<file path="config.mk">
export PLATFORM = sky130hd
export DESIGN_NAME = rx_engine_flat
export DESIGN_NICKNAME = d
export VERILOG_FILES = /design/src/rtl/uart_pkg.sv /design/src/rtl/rx_engine_if.sv /design/src/rtl/baud_decode.sv /design/src/rtl/rx_engine.sv /design/src/flat_wrapper.sv
export SDC_FILE = /design/constraint.sdc
export NUM_CORES = 1
export LEC_CHECK = 0
export BUFFER_PORTS_ARGS = -buffer_cell sky130_fd_sc_hd__buf_2
export CELL_PAD_IN_SITES_DETAIL_PLACEMENT = 0
export CELL_PAD_IN_SITES_GLOBAL_PLACEMENT = 1
export CORE_ASPECT_RATIO = 0.8
export CORE_MARGIN = 2
export CORE_UTILIZATION = 40
export CTS_CLUSTER_SIZE = 10
export DETAILED_ROUTE_END_ITERATION = 8
export PLACE_DENSITY_LB_ADDON = 0.08
export SLEW_MARGIN = 15
export SYNTH_ARGS = -nofsm -noshare
export SYNTH_HDL_FRONTEND = slang
export SYNTH_SLANG_ARGS = --single-unit
</file>
<file path="constraint.sdc">
create_clock -name clk -period 4 [get_ports clk]
set_clock_uncertainty 0.2 [all_clocks]
set_input_delay 0.4 -clock clk [delete_from_list [all_inputs] [get_ports clk]]
set_output_delay 0.4 -clock clk [all_outputs]
set_load 0.02 [all_outputs]
</file>
<file path="src/rtl/uart_pkg.sv">
// ---------------------------------------------------------------------------
// uart_pkg
// Definitions shared by the UART engines on the TramelBlaze I/O bus:
//   - baud table (baud select -> baud rate) and a bit-time function that
//     derives clocks-per-bit from the system clock frequency
//   - processor port addresses of the receive engine
//   - receive FSM state encoding
//   - parity helper
// No ports (package).
// ---------------------------------------------------------------------------
package uart_pkg;

  localparam logic [15:0] RX_DATA = 16'h0000;
  localparam logic [15:0] RX_STAT = 16'h0001;

  localparam int BIT_TIME_W = 19;

  typedef enum logic [1:0] {
    ST_IDLE  = 2'd0,
    ST_START = 2'd1,
    ST_DATA  = 2'd2,
    ST_DONE  = 2'd3
  } rx_state_e;

  // Baud rate selected by a 4-bit code; codes above 4'hA all select 921600.
  function automatic int unsigned baud_rate(input logic [3:0] sel);
    int unsigned rate;
    case (sel)
      4'h0:    rate = 32'd300;
      4'h1:    rate = 32'd1200;
      4'h2:    rate = 32'd2400;
      4'h3:    rate = 32'd4800;
      4'h4:    rate = 32'd9600;
      4'h5:    rate = 32'd19200;
      4'h6:    rate = 32'd38400;
      4'h7:    rate = 32'd57600;
      4'h8:    rate = 32'd115200;
      4'h9:    rate = 32'd230400;
      4'hA:    rate = 32'd460800;
      default: rate = 32'd921600;
    endcase
    return rate;
  endfunction

  // Clocks per bit, rounded to nearest (e.g. 100 MHz / 921600 -> 109).
  // Only ever called with constant arguments, so it folds to a table.
  function automatic logic [BIT_TIME_W-1:0] baud_bit_time(input logic [3:0] sel,
                                                          input int unsigned clk_hz);
    int unsigned rate;
    int unsigned t;
    rate = baud_rate(sel);
    t    = (clk_hz + (rate >> 1)) / rate;
    return t[BIT_TIME_W-1:0];
  endfunction

  // 1 when the byte holds an odd number of ones.
  function automatic logic parity_of(input logic [7:0] d);
    return ^d;
  endfunction

endpackage

</file>
<file path="src/rtl/rx_engine_if.sv">
// ---------------------------------------------------------------------------
// rx_engine_if
// Processor read path of the UART receive engine.
//   port_id     processor port address
//   read_strobe processor read qualifier
//   in_port     read data (16'h0000 when the engine is not addressed)
//   rx_rdy      level: an unread byte is held
// master = processor side, slave = receive engine.
// ---------------------------------------------------------------------------
interface rx_engine_if;
  logic [15:0] port_id;
  logic        read_strobe;
  logic [15:0] in_port;
  logic        rx_rdy;

  modport master (output port_id, output read_strobe, input in_port, input rx_rdy);
  modport slave  (input port_id, input read_strobe, output in_port, output rx_rdy);
endinterface

</file>
<file path="src/rtl/baud_decode.sv">
// ---------------------------------------------------------------------------
// baud_decode
// Maps the 4-bit baud select to a bit time in system clocks.
//   baud_in   in  4   baud select
//   bit_time  out 19  clocks per bit for that select
// Parameter CLK_HZ: system clock frequency the table is derived from.
// ---------------------------------------------------------------------------
module baud_decode
  import uart_pkg::*;
#(
  parameter int unsigned CLK_HZ = 100_000_000
) (
  input  logic [3:0]            baud_in,
  output logic [BIT_TIME_W-1:0] bit_time
);

  logic [BIT_TIME_W-1:0] table_s [16];

  for (genvar g = 0; g < 16; g++) begin : g_tab
    assign table_s[g] = baud_bit_time(4'(g), CLK_HZ);
  end

  assign bit_time = table_s[baud_in];

endmodule

</file>
<file path="src/rtl/rx_engine.sv">
// ---------------------------------------------------------------------------
// rx_engine
// UART receive engine. Recovers 1-start / 7-or-8-data / optional parity /
// 1-stop frames from rx, sampling at mid-bit, and exposes data and status on
// the processor read path.
//   clk      in  1   system clock
//   reset    in  1   synchronous, active-high reset
//   rx       in  1   asynchronous serial input, idles high
//   baud_in  in  4   baud select
//   Eight    in  1   1 = 8 data bits, 0 = 7 data bits
//   Pen      in  1   parity enable
//   OHEL     in  1   parity sense: 1 = odd, 0 = even
//   bus      slave   port_id/read_strobe in, in_port/rx_rdy out
// Read map: RX_DATA -> {8'h00, data} and clears rx_rdy and the error flags;
//           RX_STAT -> {12'h000, ovf, ferr, perr, rx_rdy}, no side effects.
// ---------------------------------------------------------------------------
module rx_engine
  import uart_pkg::*;
#(
  parameter int unsigned CLK_HZ = 100_000_000
) (
  input  logic        clk,
  input  logic        reset,
  input  logic        rx,
  input  logic [3:0]  baud_in,
  input  logic        Eight,
  input  logic        Pen,
  input  logic        OHEL,
  rx_engine_if.slave  bus
);

  rx_state_e             state_r, state_nx_s;
  logic                  rx_meta_r, rx_sync_r;
  logic [3:0]            baud_r;
  logic                  eight_r, pen_r, ohel_r;
  logic                  latch_s;
  logic [3:0]            baud_sel_s;
  logic [BIT_TIME_W-1:0] bit_time_s, half_time_s, full_time_s;
  logic [BIT_TIME_W-1:0] cnt_r, cnt_nx_s;
  logic                  expire_s;
  logic [3:0]            bits_r, bits_nx_s;
  logic [3:0]            nbits_s;
  logic [9:0]            shift_r, shift_nx_s;
  logic [9:0]            frame_s;
  logic [7:0]            data_nx_s;
  logic                  par_bit_s, stop_bit_s, perr_nx_s, ferr_nx_s;
  logic [7:0]            data_r;
  logic                  rdy_r, perr_r, ferr_r, ovf_r;
  logic                  rd_data_s, rd_stat_s;

  // Two-flop synchronizer; idles high so reset cannot fake a start bit
  always_ff @(posedge clk) begin
    if (reset) begin
      rx_meta_r <= 1'b1;
      rx_sync_r <= 1'b1;
    end else begin
      rx_meta_r <= rx;
      rx_sync_r <= rx_meta_r;
    end
  end

  // In IDLE the half-bit load must use the live select; afterwards the latched one
  always_comb begin
    baud_sel_s = baud_r;
    if (state_r == ST_IDLE) begin
      baud_sel_s = baud_in;
    end else begin
      baud_sel_s = baud_r;
    end
  end

  baud_decode #(.CLK_HZ(CLK_HZ)) u_baud_decode (
    .baud_in  (baud_sel_s),
    .bit_time (bit_time_s)
  );

  assign half_time_s = {1'b0, bit_time_s[BIT_TIME_W-1:1]} - 19'd1;
  assign full_time_s = bit_time_s - 19'd1;
  assign expire_s    = (cnt_r == 19'd0);
  // data bits + parity + stop
  assign nbits_s     = 4'd8 + {3'b000, eight_r} + {3'b000, pen_r};

  // Next-state, bit timer, bit counter and shift register
  always_comb begin
    state_nx_s = state_r;
    cnt_nx_s   = cnt_r;
    bits_nx_s  = bits_r;
    shift_nx_s = shift_r;
    latch_s    = 1'b0;
    case (state_r)
      ST_IDLE: begin
        if (!rx_sync_r) begin
          latch_s    = 1'b1;
          cnt_nx_s   = half_time_s;
          shift_nx_s = 10'd0;
          state_nx_s = ST_START;
        end else begin
          cnt_nx_s   = 19'd0;
        end
      end
      ST_START: begin
        if (expire_s) begin
          if (!rx_sync_r) begin
            cnt_nx_s   = full_time_s;
            bits_nx_s  = nbits_s;
            state_nx_s = ST_DATA;
          end else begin
            // line went high again before mid-start: glitch, not a frame
            state_nx_s = ST_IDLE;
          end
        end else begin
          cnt_nx_s = cnt_r - 19'd1;
        end
      end
      ST_DATA: begin
        if (expire_s) begin
          shift_nx_s = {rx_sync_r, shift_r[9:1]};
          bits_nx_s  = bits_r - 4'd1;
          cnt_nx_s   = full_time_s;
          if (bits_r == 4'd1) begin
            state_nx_s = ST_DONE;
          end else begin
            state_nx_s = ST_DATA;
          end
        end else begin
          cnt_nx_s = cnt_r - 19'd1;
        end
      end
      ST_DONE: begin
        state_nx_s = ST_IDLE;
      end
      default: begin
        state_nx_s = ST_IDLE;
      end
    endcase
  end

  // Sequencer registers and per-frame control latch
  always_ff @(posedge clk) begin
    if (reset) begin
      state_r <= ST_IDLE;
      cnt_r   <= 19'd0;
      bits_r  <= 4'd0;
      shift_r <= 10'd0;
      baud_r  <= 4'd0;
      eight_r <= 1'b0;
      pen_r   <= 1'b0;
      ohel_r  <= 1'b0;
    end else begin
      state_r <= state_nx_s;
      cnt_r   <= cnt_nx_s;
      bits_r  <= bits_nx_s;
      shift_r <= shift_nx_s;
      if (latch_s) begin
        baud_r  <= baud_in;
        eight_r <= Eight;
        pen_r   <= Pen;
        ohel_r  <= OHEL;
      end
    end
  end

  // Right-justify the N received bits and decode data, parity and stop
  always_comb begin
    frame_s    = shift_r >> (4'd10 - nbits_s);
    data_nx_s  = 8'h00;
    par_bit_s  = 1'b0;
    if (eight_r) begin
      data_nx_s = frame_s[7:0];
      par_bit_s = frame_s[8];
    end else begin
      data_nx_s = {1'b0, frame_s[6:0]};
      par_bit_s = frame_s[7];
    end
    stop_bit_s = frame_s[nbits_s - 4'd1];
    perr_nx_s  = pen_r & (par_bit_s != (parity_of(data_nx_s) ^ ohel_r));
    ferr_nx_s  = ~stop_bit_s;
  end

  assign rd_data_s = bus.read_strobe && (bus.port_id == RX_DATA);
  assign rd_stat_s = bus.read_strobe && (bus.port_id == RX_STAT);

  // Data/status registers; a frame completing on a data-read edge wins
  always_ff @(posedge clk) begin
    if (reset) begin
      data_r <= 8'h00;
      rdy_r  <= 1'b0;
      perr_r <= 1'b0;
      ferr_r <= 1'b0;
      ovf_r  <= 1'b0;
    end else if (state_r == ST_DONE) begin
      data_r <= data_nx_s;
      perr_r <= perr_nx_s;
      ferr_r <= ferr_nx_s;
      ovf_r  <= rdy_r & ~rd_data_s;
      rdy_r  <= 1'b1;
    end else if (rd_data_s) begin
      rdy_r  <= 1'b0;
      perr_r <= 1'b0;
      ferr_r <= 1'b0;
      ovf_r  <= 1'b0;
    end else begin
      rdy_r  <= rdy_r;
    end
  end

  // Read mux; zero when not addressed so ports can be OR-combined
  always_comb begin
    bus.in_port = 16'h0000;
    if (rd_data_s) begin
      bus.in_port = {8'h00, data_r};
    end else if (rd_stat_s) begin
      bus.in_port = {12'h000, ovf_r, ferr_r, perr_r, rdy_r};
    end else begin
      bus.in_port = 16'h0000;
    end
  end

  assign bus.rx_rdy = rdy_r;

endmodule

</file>
<file path="src/flat_wrapper.sv">
// flat-port wrapper written by rule: the top's interface ports become plain ports
module rx_engine_flat import uart_pkg::*;
#(
  parameter int unsigned CLK_HZ = 100_000_000
)
  (clk, reset, rx, baud_in, Eight, Pen, OHEL, bus_port_id, bus_read_strobe, bus_in_port, bus_rx_rdy);
  rx_engine_if bus_i ();
  input  logic clk;
  input  logic reset;
  input  logic rx;
  input  logic [3:0] baud_in;
  input  logic Eight;
  input  logic Pen;
  input  logic OHEL;
  input wire logic [$bits(bus_i.port_id)-1:0] bus_port_id;
  input wire logic [$bits(bus_i.read_strobe)-1:0] bus_read_strobe;
  output wire logic [$bits(bus_i.in_port)-1:0] bus_in_port;
  output wire logic [$bits(bus_i.rx_rdy)-1:0] bus_rx_rdy;
  assign bus_i.port_id = bus_port_id;
  assign bus_i.read_strobe = bus_read_strobe;
  assign bus_in_port = bus_i.in_port;
  assign bus_rx_rdy = bus_i.rx_rdy;
  rx_engine #(.CLK_HZ(CLK_HZ)) u_core (.clk(clk), .reset(reset), .rx(rx), .baud_in(baud_in), .Eight(Eight), .Pen(Pen), .OHEL(OHEL), .bus(bus_i));
endmodule
</file>
==> qor.tcl, run 1 <==
set qor(power_uw) 4810
set qor(tightestPinTransition_ps) 1030
set qor(vdd.ir_drop.worst_v) 0.000468
set qor(path_max_fanout) 6
set qor(critical_path.startpoint_type) {register}
set qor(die_area_um2) 12600
set qor(worst_ep_arrival_time_ps) 3810
set qor(drt_drc_violations_left) 0
set qor(synth-warning-count) 0
set qor(finalNetCount) 711
set qor(finalHoldViolCount) 0
set qor(design.portCount) 44
set qor(die_h_um) 101
set qor(power_per_cell_area_nw_per_um2) 900
set qor(hp-start) {rx}
set qor(ff2ff_setup_slack_ps) 210
set qor(worst_slew_margin_rel) 0.303
set qor(postSynthRegisterBits) 56
set qor(place_inst) 804
set qor(synth_edf_count) 0
set qor(route.detailed.vias_per_inst) 5.90
set qor(clk_pin_slew_ps) 80
set qor(drt-wirelength-per-cell_um) 18.2
set qor(post-dp-hpwl_um) 11000
set qor(antenna_violating_nets_post_route) 0
set qor(initial_utilization) 0.407
set qor(n_antenna_cell) 0
set qor(final.hold.worst_slack_ps) 82.0
set qor(crit_required_ps) 4020
set qor(placement_rows) 35
set qor(vias_in_the_first_global_route) 4209
set qor(synth_seq_area_share) 0.240
set qor(worstReg2RegStart) {u_core.state_r[0]$_SDFFE_PP0P_}
set qor(worstRegToRegCells) 14
set qor(cts.hold.buffers_added) 0
set qor(whs_path_depth) 2
set qor(power.static_leakage_uw) 0.00206
set qor(drt_pass1_iterations) 5
set qor(timing.fmax_mhz) 264
set qor(initial_antenna_violation_count) 0
set qor(fillers) 1182
set qor(count_of_vias_placed_by_the_detailed_router) 4801
set qor(first_pass_grt_wire_length_um) 23400
set qor(syn-mean-instance-area_um2) 7.57
set qor(area_growth_syn_to_layout_pct) 14.2
set qor(synth_top_flop_cell) {sky130_fd_sc_hd__dfxtp_1}
set qor(yosysUniqueCellTypes) 83
set qor(status) {finished, final reports clean}
set qor(grt_overflow) 0
set qor(drive_above_1_share) 0.191
set qor(largest_buffer_count_on_any_clock_path) 2
set qor(reported_max_cap_violation_count) 0
set qor(asr_flop_ratio_synth) 0
set qor(route.final.wire_length_um) 14800
set qor(netlist_area_um2) 4670
set qor(cts_buffers) 5
set qor(clock_sink_count) 56
set qor(final_replace_weighted_congestion) 0.931
set qor(grt_util_all_layers) 0.234
set qor(regToRegEndpoint) {u_core.cnt_r[13]$_SDFFE_PP0P_}
set qor(period_share) 0.946
set qor(critical_path_class) {register to register}
set qor(clk_root_buffer_cell) {sky130_fd_sc_hd__clkbuf_16}
set qor(timing_max_transition_violations_final) 0
set qor(setup_viol) 0
set qor(floorplan.core_area_um2) 11500
set qor(clock_latency_ps) 300
set qor(timing.critical_path.to_type) {register}
set qor(drtIter0Drc) 465
set qor(min_period_ps) 3790
set qor(fin_cells) 814
set qor(tritoncts) {done}
set qor(die_x_um) 125
set qor(synth_cells) 617
set qor(min_path_type) {input port to register}
set qor(grt_start_max_net_pins) 43
set qor(min_delay_worst_endpoint) {u_core.rx_meta_r$_SDFF_PP1_}
set qor(placement.io_buffers) 35
set qor(cts-htree-levels) 2
## Yosys cell counts (6+ instances only)
library cell / n / share of area
sky130_fd_sc_hd__a21oi_1: 55 / 0.059
sky130_fd_sc_hd__ha_1: 19 / 0.051
sky130_fd_sc_hd__a22oi_1: 10 / 0.016
sky130_fd_sc_hd__nor3_1: 22 / 0.024
sky130_fd_sc_hd__xnor2_1: 17 / 0.032
sky130_fd_sc_hd__and2_1: 7 / 0.0094
sky130_fd_sc_hd__nand2b_1: 15 / 0.020
sky130_fd_sc_hd__dfxtp_1: 56 / 0.24
sky130_fd_sc_hd__nor4_1: 12 / 0.016
sky130_fd_sc_hd__buf_4: 10 / 0.016
sky130_fd_sc_hd__clkbuf_1: 21 / 0.017
sky130_fd_sc_hd__inv_1: 19 / 0.015
sky130_fd_sc_hd__nor2_1: 82 / 0.066
sky130_fd_sc_hd__o211ai_1: 8 / 0.013
sky130_fd_sc_hd__o21ai_0: 26 / 0.028
sky130_fd_sc_hd__nor2b_1: 9 / 0.012
sky130_fd_sc_hd__nand3_1: 14 / 0.015
sky130_fd_sc_hd__mux2i_1: 23 / 0.049
sky130_fd_sc_hd__nand2_1: 48 / 0.039
sky130_fd_sc_hd__a211oi_1: 10 / 0.016
sky130_fd_sc_hd__a31oi_1: 11 / 0.015
sky130_fd_sc_hd__or2_2: 6 / 0.0080
## worst max-delay path by stage
stage                                   start                            end  slack, ps  depth (start not counted)
2_1_floorplan  u_core.state_r[0]$_SDFFE_PP0P_  u_core.cnt_r[10]$_SDFFE_PP0P_         30                         19
3_3_place_gp   u_core.state_r[0]$_SDFFE_PP0P_  u_core.cnt_r[10]$_SDFFE_PP0P_        110                         15
3_5_place_dp   u_core.state_r[0]$_SDFFE_PP0P_  u_core.cnt_r[10]$_SDFFE_PP0P_         -6                         17
4_1_cts        u_core.state_r[0]$_SDFFE_PP0P_  u_core.cnt_r[10]$_SDFFE_PP0P_         40                         17
5_1_grt                              register  u_core.cnt_r[10]$_SDFFE_PP0P_        -10                         15
6_report       u_core.state_r[0]$_SDFFE_PP0P_  u_core.cnt_r[13]$_SDFFE_PP0P_        210                         14
## critical path, stage by stage, from the launching register on
cell and delay (ps):
sky130_fd_sc_hd__dfxtp_1 320, sky130_fd_sc_hd__inv_1 110, sky130_fd_sc_hd__ha_4 200, sky130_fd_sc_hd__mux2_4 350, sky130_fd_sc_hd__ha_1 360, sky130_fd_sc_hd__ha_1 310
sky130_fd_sc_hd__and4bb_2 280, sky130_fd_sc_hd__o21ai_0 170, sky130_fd_sc_hd__o221a_2 240, sky130_fd_sc_hd__o31a_1 260, sky130_fd_sc_hd__and3b_1 250, sky130_fd_sc_hd__buf_4 160
sky130_fd_sc_hd__a311oi_1 280, sky130_fd_sc_hd__nor2_1 70, sky130_fd_sc_hd__a31oi_1 160
## state kept, by name, indices dropped and copies added (netlist names), named ones only
name and cells:
u_core.baud_r 4, u_core.bits_r 4, u_core.bus.rx_rdy 1, u_core.cnt_r 19
u_core.data_r 8, u_core.eight_r 1, u_core.ferr_r 1, u_core.ohel_r 1
u_core.ovf_r 1, u_core.pen_r 1, u_core.perr_r 1, u_core.rx_meta_r 1
u_core.rx_sync_r 1, u_core.shift_r 10, u_core.state_r 1
## per-layer routing
layer,wire (um),part of all wire,vias to the layer above,GRT usage
met5,0,0,-,0
met4,167,0.011,0,0.0496
met3,1250,0.084,14,0.0525
met2,5480,0.37,200,0.299
met1,7920,0.53,2264,0.383
li1,-,-,2323,-
## placed cells by master (no fill, tap or decap), types with 14 or more instances in the layout
cell,Yosys,layout
sky130_fd_sc_hd__nand2b_1,15,14
sky130_fd_sc_hd__nor3_1,22,22
sky130_fd_sc_hd__ha_1,19,17
sky130_fd_sc_hd__nor2_1,82,82
sky130_fd_sc_hd__o21ai_0,26,26
sky130_fd_sc_hd__buf_2,4,35
sky130_fd_sc_hd__xnor2_1,17,17
sky130_fd_sc_hd__inv_1,19,19
sky130_fd_sc_hd__dfxtp_1,56,56
sky130_fd_sc_hd__buf_4,10,40
sky130_fd_sc_hd__nand3_1,14,14
sky130_fd_sc_hd__nand2_1,48,48
sky130_fd_sc_hd__a21oi_1,55,54
sky130_fd_sc_hd__mux2i_1,23,23
## kinds of logic after synthesis
| family | Yosys count | synth area share |
|---|---|---|
| AOI/OAI and AO/OA | 172 | 0.246 |
| buffers and inverters | 65 | 0.0685 |
| other | 1 | 0.000802 |
| adders and majority gates | 19 | 0.0509 |
| DFF | 56 | 0.240 |
| muxes | 32 | 0.0750 |
| xor gates and xnor gates | 21 | 0.0394 |
| and+or+nand+nor | 251 | 0.280 |
## metrics by stage
step	setup TNS [ps]	setup slack [ps]	utilization	cell area, um^2
3_5_place_dp	-5.72	-5.72	0.448	5140
4_1_cts	0	44.0	0.461	5290
2_1_floorplan	0	29.1	-	4700
5_1_grt	-13.2	-13.2	0.465	5340
3_3_place_gp	0	115	0.448	5140
6_report	0	214	0.465	5340
## timing repair
action                                  4_1_cts  5_1_grt
hold endpoints to repair                      0        0
endpoints found under the setup margin        1       11
pin swaps                                     0        1
gates resized for setup                       1        6
buffers inserted                              0        2
## power by group
part	leakage (uW)	switching, uW	total [uW]	internal [uW]
Combinational	0.00153	2130	3620	1480
Sequential	0.000453	81.1	711	630
Clock	0.0000761	238	477	239
Total	0.00206	2450	4810	2350
## layout make-up
class / instances / area [um^2] / area share
Multi-Input combinational cell: 503 / 3300 / 0.618
Sequential cell: 56 / 1120 / 0.210
Timing Repair Buffer: 76 / 495 / 0.0928
Tap cell: 148 / 185 / 0.0347
Clock buffer: 5 / 125 / 0.0234
Inverter: 23 / 86.3 / 0.0162
Clock inverter: 3 / 25.0 / 0.00469
(Power assumes the default switching activity.)
==> run 2, diff against run 1 <==
==> constraint.sdc (replaced) <==
create_clock -name clk -period 4 [get_ports clk]
set_clock_uncertainty 0.2 [all_clocks]
set_input_delay 0.2 -clock clk [delete_from_list [all_inputs] [get_ports clk]]
set_output_delay 0.2 -clock clk [all_outputs]
set_load 0.02 [all_outputs]
==> qor.tcl, run 2 (synthesis results as in run 1) <==
set qor(drt_pass1_iterations) 5 ;# unchanged
set qor(grt_start_max_net_pins) 33 ;# -23%
set qor(place_inst) 803 ;# -0.12%
set qor(unrepaired_setup_endpoints_after_global_routing) {yes}
set qor(initial_antenna_violation_count) 0 ;# unchanged
set qor(initial_utilization) 0.407 ;# unchanged
set qor(final_replace_weighted_congestion) 0.934 ;# +0.34%
set qor(grt_overflow) 0 ;# unchanged
set qor(clk_pin_slew_ps) 80 ;# about the same
set qor(antenna_violating_nets_post_route) 0 ;# unchanged
set qor(worst_ep_arrival_time_ps) 3840 ;# +30 ps
set qor(largest_buffer_count_on_any_clock_path) 2 ;# unchanged
set qor(status) {finished, final reports clean}
set qor(period_share) 0.970 ;# +0.0233
set qor(die_x_um) 125 ;# unchanged
set qor(power.switching_fraction) 0.514 ;# +0.00342
set qor(multi_input_gate_area_in_the_final_layout_um2) 3330 ;# +0.91%
set qor(biggestRegsByFlops) {u_core.cnt_r: 19 flops, u_core.shift_r: 10 flops, u_core.data_r: 8 flops}
set qor(regArea_um2) 1120 ;# unchanged
set qor(commonest_cells_after_routing_fill_and_taps_aside) {sky130_fd_sc_hd__nor2_1, sky130_fd_sc_hd__dfxtp_1, sky130_fd_sc_hd__a21oi_1}
set qor(timing_max_transition_violations_final) 0 ;# unchanged
set qor(fillers) 1175 ;# -0.59%
set qor(largest_reg_flops) 19 ;# unchanged
set qor(first_pass_grt_wire_length_um) 24300 ;# +3.9%
set qor(critical_path_class) {register to register}
set qor(seq_power_share) 0.147 ;# about the same
set qor(route.final.wire_length_um) 15000 ;# +1.3%
set qor(crit_required_ps) 3960 ;# -60 ps
set qor(vias_in_the_first_global_route) 4334 ;# +3.0%
set qor(post-dp-hpwl_um) 11100 ;# +0.71%
set qor(tightestPinTransition_ps) 1180 ;# +151 ps
set qor(final_core_util) 0.471 ;# +0.00611
set qor(min_path_type) {input port to register}
set qor(drt-wirelength-per-cell_um) 18.3 ;# +0.78%
set qor(power_uw) 4850 ;# +0.88%
set qor(fin_cells) 818 ;# +0.49%
set qor(net-switching-power_uw) 2490 ;# +1.6%
set qor(clock_sink_count) 56 ;# unchanged
set qor(clock_power_share) 0.096 ;# -0.003
set qor(die_h_um) 101 ;# unchanged
set qor(mostFrequentLayoutCell) {sky130_fd_sc_hd__nor2_1}
set qor(setup_viol) 0 ;# unchanged
set qor(route.detailed.vias_per_inst) 5.84 ;# -0.94%
set qor(path_max_fanout) 4 ;# -2
set qor(clock_latency_ps) 300 ;# about the same
set qor(top_register) {u_core.cnt_r}
set qor(placement_rows) 35 ;# unchanged
set qor(dpl_cell_area_um2) 5130 ;# -0.15%
set qor(final.hold.worst_slack_ps) 95.5 ;# +13.5 ps
set qor(cts-htree-levels) 2 ;# unchanged
set qor(finalHoldViolCount) 0 ;# unchanged
set qor(timing.critical_path.to_type) {register}
set qor(reported_max_cap_violation_count) 0 ;# unchanged
set qor(min_period_ps) 3880 ;# +93.3 ps
set qor(drive_above_1_share) 0.193 ;# +0.00185
set qor(count_of_vias_placed_by_the_detailed_router) 4779 ;# -0.46%
set qor(drtIter0Drc) 466 ;# +0.22%
set qor(worst_slew_margin_rel) 0.201 ;# -0.102
set qor(power.static_leakage_uw) 0.00208 ;# +1.1%
set qor(die_area_um2) 12600 ;# unchanged
set qor(comb_power_share) 0.756 ;# +0.003
set qor(clk_root_buffer_cell) {sky130_fd_sc_hd__clkbuf_16}
set qor(finalInstanceArea_um2) 5410 ;# +1.3%
set qor(finalNetCount) 715 ;# +0.56%
set qor(grt_util_all_layers) 0.240 ;# +0.00627
set qor(cts_buffers) 5 ;# unchanged
set qor(critical_path.startpoint_type) {register}
set qor(floorplan.core_area_um2) 11500 ;# unchanged
set qor(timing.fmax_mhz) 258 ;# -2.4%
set qor(drt_drc_violations_left) 0 ;# unchanged
set qor(design.portCount) 44 ;# unchanged
set qor(power_per_cell_area_nw_per_um2) 897 ;# -0.43%
set qor(placement.io_buffers) 35 ;# unchanged
set qor(n_antenna_cell) 0 ;# unchanged
set qor(area_growth_syn_to_layout_pct) 15.7
set qor(vdd.ir_drop.worst_v) 0.000396 ;# -15%
set qor(tritoncts) {done}
set qor(internal_power_uw) 2360 ;# +0.17%
run 2: changes by cell type in the layout (fill, tap and decap cells not counted), sizes merged:
| cell | change |
|---|---|
| dlygate4sd3 | +5 |
| buf | -1 |
| clkinv | +1 |
| inv | -1 |
run 2: power by group through the flow:
stage	clock network (uW)	logic [uW]	registers, uW
final	468	3670	713
after global routing	501	4000	723
after CTS	477	3470	709
after detailed placement	0	3440	722
after global placement	0	3430	721
after floorplan	0	2440	701
run 2: critical path, cell delays in order, from the launching register on:
cell	delay, ps
sky130_fd_sc_hd__dfxtp_1	320
sky130_fd_sc_hd__inv_1	120
sky130_fd_sc_hd__ha_4	200
sky130_fd_sc_hd__mux2_4	320
sky130_fd_sc_hd__buf_4	140
sky130_fd_sc_hd__ha_1	350
sky130_fd_sc_hd__ha_1	280
sky130_fd_sc_hd__and3b_1	200
sky130_fd_sc_hd__a211o_1	280
sky130_fd_sc_hd__a21oi_2	280
sky130_fd_sc_hd__buf_4	180
sky130_fd_sc_hd__a21oi_1	50
sky130_fd_sc_hd__o21ai_0	270
sky130_fd_sc_hd__xor2_1	100
sky130_fd_sc_hd__a221oi_1	360
sky130_fd_sc_hd__nor3_1	90
run 2: worst paths after layout:
check / start / endpoint / slack (ps) / cells past startpoint
setup / recovery: u_core.state_r[0]$_SDFFE_PP0P_ / u_core.cnt_r[6]$_SDFFE_PP0P_ / 120 / 15
hold / removal: baud_in[1] / u_core.baud_r[1]$_SDFFE_PP0P_ / 100 / 3
setup reg to reg: u_core.state_r[0]$_SDFFE_PP0P_ / u_core.cnt_r[6]$_SDFFE_PP0P_ / 120 / 15
hold reg to reg: u_core.rx_meta_r$_SDFF_PP1_ / u_core.rx_sync_r$_SDFF_PP1_ / 230 / 1
run 2: what timing repair did:
item                       in CTS  in global routing
gates resized for setup         1                 12
hold buffers                    5                  0
setup endpoints to repair       3                 13
pin swaps                       0                  3
hold endpoints to repair        5                  0
buffers inserted                0                  2
run 2: per-layer routing:
metal,global-route usage,wire [um],vias to the layer above,part of all wire
li1,-,-,2331,-
met1,0.394,8040,2264,0.54
met2,0.323,5770,173,0.38
met3,0.0382,1100,11,0.073
met4,0.0419,89,0,0.0059
met5,0,0,-,0
run 2: cell type report:
cell class	count	area share
clock buffers	5	0.0231
flip-flops and latches	56	0.207
well taps	148	0.0342
inverters	23	0.0160
multi-input cells	503	0.616
repair buffers	80	0.0995
clock inverters	3	0.00416
run 2: metrics by stage:
step / TNS (ps) / setup slack [ps]
floorplan: 0 / 29.1
global placement: 0 / 126
detailed placement: 0 / 3.96
CTS: 0 / 30.4
global route: -138 / -39.9
finish: 0 / 121
==> run 3, diff against run 2 <==
PLACE_DENSITY_LB_ADDON = 0.1   (was 0.08)
==> qor.tcl, run 3 (synthesis results as in run 1) <==
set qor(critical_path.startpoint_type) {register}
set qor(timing.fmax_mhz) 257 ;# -0.29%
set qor(final_replace_weighted_congestion) 0.926 ;# -0.89%
set qor(drt_pass1_iterations) 5 ;# unchanged
set qor(min_period_ps) 3890 ;# +11.4 ps
set qor(fin_cells) 818 ;# unchanged
set qor(cts_buffers) 5 ;# unchanged
set qor(drive_above_1_share) 0.199 ;# +0.00597
set qor(multi_input_gate_area_in_the_final_layout_um2) 3330 ;# -0.11%
set qor(power_per_cell_area_nw_per_um2) 896 ;# -0.10%
set qor(clock_latency_ps) 300 ;# about the same
set qor(grt_overflow) 0 ;# unchanged
set qor(largest_buffer_count_on_any_clock_path) 2 ;# unchanged
set qor(status) {finished, final reports clean}
set qor(die_h_um) 101 ;# unchanged
set qor(biggestRegsByFlops) {u_core.cnt_r: 19 flops, u_core.shift_r: 10 flops, u_core.data_r: 8 flops}
set qor(finalInstanceArea_um2) 5400 ;# -0.21%
set qor(cpMaxStageDelayCell) {sky130_fd_sc_hd__or3_1}
set qor(regArea_um2) 1120 ;# +0.11%
set qor(antenna_violating_nets_post_route) 0 ;# unchanged
set qor(mostFrequentLayoutCell) {sky130_fd_sc_hd__nor2_1}
set qor(crit_required_ps) 3950 ;# about the same
set qor(clk_pin_slew_ps) 80 ;# about the same
set qor(critical_path_class) {register to register}
set qor(path_cells) {inv_1 > ha_4 > mux2_2 > buf_4 > ha_2 > ha_2 > buf_4 > inv_1 > mux2i_1 > nor3b_2 > a211o_1 > o21ai_2 > or3_1 > a32oi_1 > a211oi_1}
set qor(number_of_buffers_added_for_setup_after_cts) 0 ;# unchanged
set qor(die_area_um2) 12600 ;# unchanged
set qor(clock_sink_count) 56 ;# unchanged
set qor(tightestPinTransition_ps) 913 ;# -267 ps
set qor(clk_root_buffer_cell) {sky130_fd_sc_hd__clkbuf_16}
set qor(worst_slew_margin_rel) 0.382 ;# +0.181
set qor(final.hold.worst_slack_ps) 103 ;# +7.68 ps
set qor(setup_viol) 0 ;# unchanged
set qor(initial_utilization) 0.407 ;# unchanged
set qor(power.static_leakage_uw) 0.00207 ;# -0.58%
set qor(commonest_cells_after_routing_fill_and_taps_aside) {sky130_fd_sc_hd__nor2_1, sky130_fd_sc_hd__dfxtp_1, sky130_fd_sc_hd__a21oi_1}
set qor(cts-htree-levels) 2 ;# unchanged
set qor(grt_start_max_net_pins) 46 ;# +39%
set qor(top_register) {u_core.cnt_r}
set qor(period_share) 0.973 ;# +0.00285
set qor(path_max_fanout) 7 ;# +3
set qor(worst_ep_arrival_time_ps) 3840 ;# about the same
set qor(count_of_vias_placed_by_the_detailed_router) 4775 ;# -0.084%
set qor(drt-wirelength-per-cell_um) 17.9 ;# -2.2%
set qor(reported_max_cap_violation_count) 0 ;# unchanged
set qor(place_worst_setup_slack_ps) 27.9 ;# +23.9 ps
set qor(route.detailed.vias_per_inst) 5.84 ;# about the same
set qor(vdd.ir_drop.worst_v) 0.000411 ;# +3.9%
set qor(dpl_cell_area_um2) 5130 ;# about the same
set qor(floorplan.core_area_um2) 11500 ;# unchanged
set qor(area_growth_syn_to_layout_pct) 15.5
set qor(design.portCount) 44 ;# unchanged
set qor(finalHoldViolCount) 0 ;# unchanged
set qor(drt_drc_violations_left) 0 ;# unchanged
set qor(placement_rows) 35 ;# unchanged
set qor(initial_antenna_violation_count) 0 ;# unchanged
set qor(route.final.wire_length_um) 14700 ;# -2.2%
set qor(n_antenna_cell) 0 ;# unchanged
set qor(largest_reg_flops) 19 ;# unchanged
set qor(place_inst) 805 ;# +0.25%
set qor(min_path_type) {input port to register}
set qor(die_x_um) 125 ;# unchanged
set qor(crit_path_max_incr_delay_ps) 390 ;# +30 ps
set qor(drtIter0Drc) 413 ;# -11%
set qor(timing_max_transition_violations_final) 0 ;# unchanged
set qor(vias_in_the_first_global_route) 4245 ;# -2.1%
set qor(placement.io_buffers) 35 ;# unchanged
set qor(final_critical_path_setup_slack_ps) 110 ;# -11.4 ps
set qor(timing.critical_path.to_type) {register}
set qor(first_pass_grt_wire_length_um) 23700 ;# -2.6%
set qor(finalNetCount) 715 ;# unchanged
set qor(post-dp-hpwl_um) 10900 ;# -1.4%
set qor(grt_util_all_layers) 0.235 ;# -0.00537
set qor(fillers) 1189 ;# +1.2%
set qor(tritoncts) {done}
-- run 3: cell count changes in the layout (fill, tap and decap cells not counted), moves of 2 or more --
cell,previous run,this run
sky130_fd_sc_hd__a21oi_2,4,2
sky130_fd_sc_hd__ha_1,17,15
sky130_fd_sc_hd__ha_2,1,3
sky130_fd_sc_hd__a21oi_1,52,54
-- run 3: report_power, final --
group,internal (uW),switching [uW]
Clock,236,229
Combinational,1470,2180
Sequential,630,86.1
-- run 3: routing by layer --
layer	wire (um)	global-route usage	part of all wire	vias to the layer above
li1	-	-	-	2336
met1	7900	0.383	0.54	2237
met2	5430	0.303	0.37	191
met3	1220	0.0541	0.083	11
met4	127	0.0453	0.0087	0
met5	0	0	0	-
-- run 3: per-stage QoR --
step | utilization | total power [uW] | TNS [ps]
2_1_floorplan | - | 3140 | 0
3_3_place_gp | 0.447 | 4170 | 0
3_5_place_dp | 0.447 | 4140 | 0
4_1_cts | 0.465 | 4640 | 0
5_1_grt | 0.470 | 5180 | -146
6_report | 0.470 | 4830 | 0
-- run 3: layout make-up --
type                       count  share of cell area
clock buffer                   5              0.0232
clock inverter                 3             0.00417
inverter                      23              0.0160
multi-input combinational    503               0.616
sequential                    56               0.208
tap                          148              0.0343
timing repair buffer          80              0.0981
-- run 3: final timing paths --
path                                   endpoint  slack, ps                   startpoint  cells after the start
hold reg to reg     u_core.rx_sync_r$_SDFF_PP1_        220  u_core.rx_meta_r$_SDFF_PP1_                      1
hold / removal    u_core.baud_r[1]$_SDFFE_PP0P_        100                   baud_in[1]                      3
setup / recovery  u_core.cnt_r[10]$_SDFFE_PP0P_        110                     register                     15
setup reg to reg  u_core.cnt_r[10]$_SDFFE_PP0P_        110                     register                     15
-- run 3: critical path: cells and delay by family, from the launching register on --
family,cells,cell delay [ps]
buffers and inverters,4,500
and+or+nand+nor,2,680
adders and majority gates,3,790
muxes,2,680
DFF,1,340
AOI/OAI and AO/OA,4,560
-- run 3: timing repair --
| action | in CTS | in global routing |
|---|---|---|
| endpoints found under the setup margin | 1 | 12 |
| gates resized for setup | 1 | 14 |
| hold endpoints to repair | 5 | 0 |
| pin swaps | 0 | 3 |
| hold buffers | 5 | 0 |
